File: src/rtl/regq_pkg.sv
// Shared constants for the Q register: shift-mode codes and FSM state encoding.
package regq_pkg;

    localparam logic [1:0] MODE_LSR = 2'b00;
    localparam logic [1:0] MODE_ASR = 2'b01;
    localparam logic [1:0] MODE_LSL = 2'b10;
    localparam logic [1:0] MODE_ROR = 2'b11;

    localparam logic [0:0] ST_IDLE = 1'b0;
    localparam logic [0:0] ST_RUN  = 1'b1;

endpackage

File: src/rtl/regq_shift_step.sv
// One combinational shift step of the Q register; shared by single-step and sequence paths.
module regq_shift_step
    import regq_pkg::*;
#(
    parameter int WIDTH = 8
) (
    input  logic [WIDTH-1:0] q,
    input  logic [1:0]       mode,
    input  logic             serial_in,
    output logic [WIDTH-1:0] q_next,
    output logic             out_bit
);

    always_comb begin
        q_next  = q;
        out_bit = q[0];
        case (mode)
            MODE_LSR: q_next = {serial_in, q[WIDTH-1:1]};
            MODE_ASR: q_next = {q[WIDTH-1], q[WIDTH-1:1]};
            MODE_LSL: begin
                q_next  = {q[WIDTH-2:0], serial_in};
                out_bit = q[WIDTH-1];
            end
            MODE_ROR: q_next = {q[0], q[WIDTH-1:1]};
            default:  q_next = q;
        endcase
    end

endmodule

File: src/rtl/regq_seq.sv
// Q register with parallel load, single-step shift and a self-timed N-step shift sequence.
module regq_seq
    import regq_pkg::*;
#(
    parameter int WIDTH = 8,
    parameter int AMT_W = 3
) (
    input  logic             clk,
    input  logic             reset,
    input  logic [WIDTH-1:0] entQ,
    input  logic             CargaQ,
    input  logic             DesplazaQ,
    input  logic             start,
    input  logic [AMT_W-1:0] amount,
    input  logic [1:0]       mode,
    input  logic             serial_in,
    output logic [WIDTH-1:0] q,
    output logic             serial_out,
    output logic             busy,
    output logic             done
);

    localparam logic [AMT_W-1:0] CNT_ZERO = '0;
    localparam logic [AMT_W-1:0] CNT_ONE  = AMT_W'(1);

    logic [WIDTH-1:0] r_q;
    logic             r_sout;
    logic             r_busy;
    logic             r_done;
    logic [0:0]       r_state;
    logic [AMT_W-1:0] r_cnt;
    logic [1:0]       r_mode;

    logic [1:0]       w_mode;
    logic [WIDTH-1:0] w_q_next;
    logic             w_out_bit;

    // A running sequence uses the latched mode so live mode changes cannot disturb it.
    assign w_mode = (r_state == ST_RUN) ? r_mode : mode;

    regq_shift_step #(
        .WIDTH(WIDTH)
    ) u_step (
        .q         (r_q),
        .mode      (w_mode),
        .serial_in (serial_in),
        .q_next    (w_q_next),
        .out_bit   (w_out_bit)
    );

    always_ff @(posedge clk or negedge reset) begin
        if (!reset) begin
            r_q     <= '0;
            r_sout  <= 1'b0;
            r_busy  <= 1'b0;
            r_done  <= 1'b0;
            r_state <= ST_IDLE;
            r_cnt   <= CNT_ZERO;
            r_mode  <= MODE_LSR;
        end else begin
            r_done <= 1'b0;
            if (r_state == ST_IDLE) begin
                if (CargaQ) begin
                    r_q <= entQ;
                end else if (start) begin
                    if (amount != CNT_ZERO) begin
                        r_mode  <= mode;
                        r_cnt   <= amount;
                        r_busy  <= 1'b1;
                        r_state <= ST_RUN;
                    end else begin
                        r_done <= 1'b1;
                    end
                end else if (DesplazaQ) begin
                    r_q    <= w_q_next;
                    r_sout <= w_out_bit;
                end
            end else begin
                // A load during a sequence aborts it without signalling completion.
                if (CargaQ) begin
                    r_q     <= entQ;
                    r_busy  <= 1'b0;
                    r_cnt   <= CNT_ZERO;
                    r_state <= ST_IDLE;
                end else begin
                    r_q    <= w_q_next;
                    r_sout <= w_out_bit;
                    r_cnt  <= r_cnt - CNT_ONE;
                    if (r_cnt == CNT_ONE) begin
                        r_busy  <= 1'b0;
                        r_done  <= 1'b1;
                        r_state <= ST_IDLE;
                    end
                end
            end
        end
    end

    assign q          = r_q;
    assign serial_out = r_sout;
    assign busy       = r_busy;
    assign done       = r_done;

endmodule

File: config.mk
export PLATFORM = sky130hd
export DESIGN_NAME = regq_seq
export DESIGN_NICKNAME = d
export VERILOG_FILES = /design/src/rtl/regq_pkg.sv /design/src/rtl/regq_shift_step.sv /design/src/rtl/regq_seq.sv
export SDC_FILE = /design/constraint.sdc
export NUM_CORES = 1
export LEC_CHECK = 0
export CAP_MARGIN = 20
export CORE_MARGIN = 2
export CORE_UTILIZATION = 47
export CTS_CLUSTER_DIAMETER = 40
export DETAILED_ROUTE_END_ITERATION = 10
export GPL_TIMING_DRIVEN = 0
export HOLD_SLACK_MARGIN = 0.08
export PLACE_DENSITY_LB_ADDON = 0.1
export SLEW_MARGIN = 20
export SYNTH_ARGS = -nofsm -noshare
export SYNTH_HDL_FRONTEND = slang
export SYNTH_SLANG_ARGS = --single-unit
File: constraint.sdc
create_clock -name clk -period 2.08 [get_ports clk]
set_input_delay 0.416 -clock clk [delete_from_list [all_inputs] [get_ports clk]]
set_output_delay 0.416 -clock clk [all_outputs]
set_load 0.05 [all_outputs]
# == After elaboration in Yosys (flattened, before gate mapping) ==
# Index checks and enable logic that the tools add are counted.
# word_totals
reg_bits,17
inputBits,19
out_inout_bits,11
elab_cells,65
# op_classes
add_sub_neg,1
eq_ne,8
mux,36
bitwise_logic,2
reduce_logical,11
# op_table
op,count
$mux 8,5
$pmux 8 s4,1
$mux 1,24
$mux 3,5
$reduce_and 4->1,2
$ne 3x2->1 const B,2
$reduce_and 3->1,2
$reduce_bool 2->1,3
$reduce_bool 3->1,2
$eq 2x2->1 const B,2
$ne 2x1->1 const B,2
$eq 3x1->1 const B,1
$sub 3x1->3 const B,1
$eq 2x1->1 const B,1
$logic_not 2->1,1
$mux 2,1
$not 1->1,2
$reduce_and 2->1,1

# == Depth between registers and ports, before layout ==
# logic_depth
word_depth,7
ltp_mapped,6
depth_no_buf,5

# == Modules after synthesis ==
# A second synthesis with hierarchy kept.
# hier_totals
hier_cells,103
hier_area_um2,1066.0
# modules_own_cells
mod,n_inst,cells_per_inst,area_per_inst_um2,seq_area_each_um2
regq_seq,1,92,903.4,425.4
regq_shift_step,1,11,162.7,0.0

# == Worst setup path before layout ==
# No wires, ideal clock.
# synth_timing
path_type,register -> register
start,register r_state
end,"register r_q[7], in the netlist q[7]"
setup_ns,0.134
arrival_ns,1.421
required_ns,1.946
setup_slack_ns,0.525
path_stages_with_launch,7
path_buffers,2
period_less_slack_ns,1.555
cell_sequence,dfrtp_1 -> buf_6 -> or3b_1 -> buf_6 -> and2_4 -> a211oi_2 -> o31ai_2
# synth_via
elab_chain_len,7
elab_cells_between_ends,14
classes_between,4 x eq/ne; 7 x mux; 3 x reduce/logical
# synth_lines
item,line_no,text
"start, declared",regq_seq.sv:30,logic [0:0] r_state;
"start signal, assigned",regq_seq.sv:57,r_state <= ST_IDLE;
"start signal, assigned",regq_seq.sv:70,r_state <= ST_RUN;
"start signal, assigned",regq_seq.sv:84,r_state <= ST_IDLE;
$mux 2,regq_seq.sv:39,assign w_mode = (r_state == ST_RUN) ? r_mode : mode;
"$eq 2x2->1, or another cell as far along",regq_shift_step.sv:17,case (mode)
$pmux 8 s4,regq_shift_step.sv:17,
$mux 8,regq_seq.sv:74,end else if (DesplazaQ) begin
$mux 8,regq_seq.sv:65,end else if (start) begin
$mux 8,regq_seq.sv:63,if (CargaQ) begin
$mux 8,regq_seq.sv:62,if (r_state == ST_IDLE) begin
"end signal, assigned",regq_seq.sv:64,r_q <= entQ;
"end signal, assigned",regq_seq.sv:75,r_q <= w_q_next;
"end signal, assigned",regq_seq.sv:81,r_q <= entQ;
"end, declared",regq_seq.sv:26,logic [WIDTH-1:0] r_q;
# Several ways; a longest one is shown, not always the timed one. The select of a mux whose other input is x is not followed.
# A chain may end at the register's enable or synchronous reset.

# == Final worst setup path ==
# layout_timing
start,"register r_q[0], in the netlist q[0]"
end,output q[0]
# layout_lines
item,line_no,text
"end, declared",regq_seq.sv:17,"output logic [WIDTH-1:0] q,"
# No word-level cell between the ends.

==> results summary <==
STA puts the critical path data arrival time at 1.57 ns. The final global-route overflow total came out at 0. The via count of the routed design is 917. The initial antenna violation count came to 0. Setup repair after global routing left no endpoint under its margin. The starting density of the core came out at 0.4989. After legalization and detailed placement, the total HPWL measured 1731 µm. Across the run, the number of max-cap violations was 0. The final layout contains routed wiring with a total length of 2366 µm. The tightest hold path in the finished design has a slack of 0.5350 ns. The post-route antenna net violation count is 0. The global routing usage summed across all routing layers is 0.1932. The number of design-rule violations left by the first detailed-router iteration came out at 10. The number of distinct library cell variants in the gate-level netlist after synthesis came out at 36.

The post-cts gate resize count is 0. The power density relative to cell area came out at 908.3 nW/µm². The post-route minimum period is 1.986 ns.

The number of pins with negative max-slew slack in the final report came out at 0. The post-synthesis instance area is 1104 µm². The detailed-route vias per instance came out at 5.591. TritonCTS created 3 clock buffers. The clock passes through at most 2 buffers. The worst stage delay on the critical path is 0.83 ns.

Among cell families on the critical path, the largest total delay comes from buffers and inverters. The clock input transition at the sequential cells of the worst setup and hold paths came out at 0.11 ns. The part of the Yosys area used for sequential elements is 0.3855. The worst slew slack as a fraction of its limit is 0.4762. For this run, the post-layout net count is 158. From synthesis to final layout, the design area changed by 31.97%. The first-pass GRT wire length is 3829 µm. The floorplan step defined a core boundary enclosing 2212 µm². CTS built an H-tree with a depth of 1.

The highest net fanout along the worst path came out at 5. The y dimension of the die came out at 52.46 µm. The quantity of I/O buffers inserted on ports is 29. The number of placed cells counting well taps is 160. The antenna diode instance count is 0. Summed over all instances, the cell type with the most area after synthesis is sky130_fd_sc_hd__dfrtp_1. The weighted congestion reported at the end of routability-driven placement came out at 0.7314. The worst setup path is captured at a primary output. The standby leakage power is 0.5972 nW.

The total power after layout is 0.001323 W. The number of endpoints failing setup at the final stage is 0. The worst clock skew came out at 0.004171 ns. The die outline width is 52.46 µm. The required time at the worst-slack endpoint came out at 1.66 ns. The critical path goes through clkdlybuf4s50_1. The number of hold buffers added after CTS was 0. Clock latency on the worst-skew pair, taken at its later pin, is 0.29 ns.

The via count of the first global-routing pass came out at 828. The total negative slack for setup checks is 0 ns. The worst IR drop on VDD came out at 0.5251 mV. The count of standard-cell rows is 17.

The worst setup path category is reg -> out. The number of top-level pins came out at 30. Leaving out filler cells and counting taps, the final layout contains 164.

STA classifies the critical path startpoint as a flop. The wire length per cell after detailed routing came out at 14.43 µm. The largest individual stage delay along the critical path comes from the cell sky130_fd_sc_hd__clkdlybuf4s50_1.

The combined buffer and inverter count along the critical path came out at 1. The number of optimization iterations in the first detailed-route pass is 4. For the pin with the worst max-slew slack, the measured transition is 0.7833 ns. The fraction of post-synthesis cell area in the top cell type by area came out at 0.3855. Sorting the synthesized cells by area gives the leading types as sky130_fd_sc_hd__dfrtp_1, sky130_fd_sc_hd__a211oi_2, sky130_fd_sc_hd__o31ai_2. TritonCTS built the clock tree. The maximum frequency from static timing analysis is 0.5034 GHz. For this run, design rule violations remaining after detail routing come to 0. The min-delay analysis places its worst path in the category reg -> reg. Once the clock tree was built, the setup fixing pass inserted 0 buffers. The die area is 2752 µm². The number of sinks on the clock net is 17. The run finished with clean final reports.

The number of synthesized register bits is 17. The largest net degree at the start of global routing came out at 18. The fraction of layout cells with a size suffix above 1 is 0.2426.

The number of synthesis warnings is 0. Synthesis handed over a netlist of 103 instances. Dividing the final minimum period by the clock period gives 0.9550. The slack of the worst reg-to-reg path came out at 0.43 ns. The mean instance size in the synthesized netlist is 10.71 µm². When the netlist entered floorplanning its net count stood at 124. The hold violation count in the final report is 0. CTS placed an instance of sky130_fd_sc_hd__clkbuf_4 at the clock tree root.
## cell usage after synthesis
cell type / number
sky130_fd_sc_hd__nand2b_1: 1
sky130_fd_sc_hd__a21oi_4: 1
sky130_fd_sc_hd__o31ai_2: 8
sky130_fd_sc_hd__a21oi_1: 3
sky130_fd_sc_hd__buf_1: 1
sky130_fd_sc_hd__buf_6: 2
sky130_fd_sc_hd__or3b_1: 1
sky130_fd_sc_hd__o22ai_1: 2
sky130_fd_sc_hd__a21o_1: 1
sky130_fd_sc_hd__nand2_8: 1
sky130_fd_sc_hd__or3b_2: 1
sky130_fd_sc_hd__nor2_1: 9
sky130_fd_sc_hd__dfrtp_1: 17
sky130_fd_sc_hd__and3_1: 7
sky130_fd_sc_hd__buf_2: 1
sky130_fd_sc_hd__o31ai_1: 1
sky130_fd_sc_hd__nor3_2: 1
sky130_fd_sc_hd__a21boi_2: 1
sky130_fd_sc_hd__inv_1: 3
sky130_fd_sc_hd__o22a_1: 1
sky130_fd_sc_hd__nor2b_1: 1
sky130_fd_sc_hd__nand3b_2: 1
sky130_fd_sc_hd__nand3b_1: 1
sky130_fd_sc_hd__ha_1: 2
sky130_fd_sc_hd__nand2_1: 11
sky130_fd_sc_hd__nor3_1: 1
sky130_fd_sc_hd__mux2_2: 3
sky130_fd_sc_hd__xnor2_1: 1
sky130_fd_sc_hd__clkbuf_1: 1
sky130_fd_sc_hd__and2_4: 1
sky130_fd_sc_hd__o21bai_1: 1
sky130_fd_sc_hd__mux2i_1: 5
sky130_fd_sc_hd__o21ai_0: 1
sky130_fd_sc_hd__nor4_1: 1
sky130_fd_sc_hd__a211oi_2: 8
sky130_fd_sc_hd__o21ai_1: 1
## layout by cell type (no fill, tap or decap), types with 2 or more instances in the layout
cell type,synthesis,layout
sky130_fd_sc_hd__a211oi_2,8,8
sky130_fd_sc_hd__buf_6,2,2
sky130_fd_sc_hd__clkdlybuf4s50_1,0,29
sky130_fd_sc_hd__mux2i_1,5,5
sky130_fd_sc_hd__and3_1,7,7
sky130_fd_sc_hd__inv_1,3,3
sky130_fd_sc_hd__dfrtp_1,17,17
sky130_fd_sc_hd__nand2_1,11,11
sky130_fd_sc_hd__nor2_1,9,9
sky130_fd_sc_hd__mux2_2,3,3
sky130_fd_sc_hd__a21oi_1,3,3
sky130_fd_sc_hd__ha_1,2,2
sky130_fd_sc_hd__o31ai_2,8,8
sky130_fd_sc_hd__clkbuf_4,0,3
sky130_fd_sc_hd__o22ai_1,2,2
## report_power, final
part           internal (W)  switching, W  total, W
Combinational      0.000283      0.000376  0.000659
Clock             0.0000715      0.000113  0.000185
Sequential         0.000410     0.0000690  0.000479
## final timing paths
path | from | endpoint | cells past startpoint
max in group asynchronous | reset | q[3] | 1
setup / recovery | q[0] | q[0] | 1
setup reg to reg | r_state | q[4] | 6
hold / removal | r_cnt[0] | r_cnt[0] | 1
hold reg to reg | r_cnt[0] | r_cnt[0] | 1
min in group asynchronous | reset | r_mode[1] | 1
## metrics by stage
stage	instance area (µm²)	utilization	worst slack [ns]
2_1_floorplan	1104	-	0.5254
3_3_place_gp	1429	0.6459	0.03432
3_5_place_dp	1429	0.6459	-0.01148
4_1_cts	1456	0.6584	0.08457
5_1_grt	1456	0.6584	0.005874
6_report	1456	0.6584	0.09357
## cell families (layout without fill, tap and decap cells)
logic type,count (synthesis),in the layout,share of synthesized area
DFF,17,17,0.3855
buffers and inverters,8,41,0.04194
muxes,8,8,0.07596
xor gates and xnor gates,1,1,0.007938
and+or+nand+nor,38,38,0.1973
AOI/OAI and AO/OA,29,29,0.2687
adders and majority gates,2,2,0.02267
## registers in the layout, summed over array words and instances (netlist names)
name,flops
r_mode,2
r_cnt,3
done,1
busy,1
serial_out,1
r_state,1
q,8
## routing by layer
metal,global-route usage,routed length (µm),share of wire,vias to the layer above
li1,-,-,-,448
met4,0.07692,14,0.0059,0
met2,0.3104,1107,0.47,28
met3,0.02857,134,0.057,2
met1,0.2600,1109,0.47,439
met5,0,0,0,-
## cell type report
class / count / area (µm²)
tap: 28 / 35.03
buffer: 5 / 35.03
sequential: 17 / 425.4
multi-input combinational: 78 / 631.9
inverter: 3 / 11.26
timing repair buffer: 29 / 290.3
clock inverter: 1 / 5.005
clock buffer: 3 / 22.52
fill: 177 / 755.7
Power figures use the tool's default switching activity.
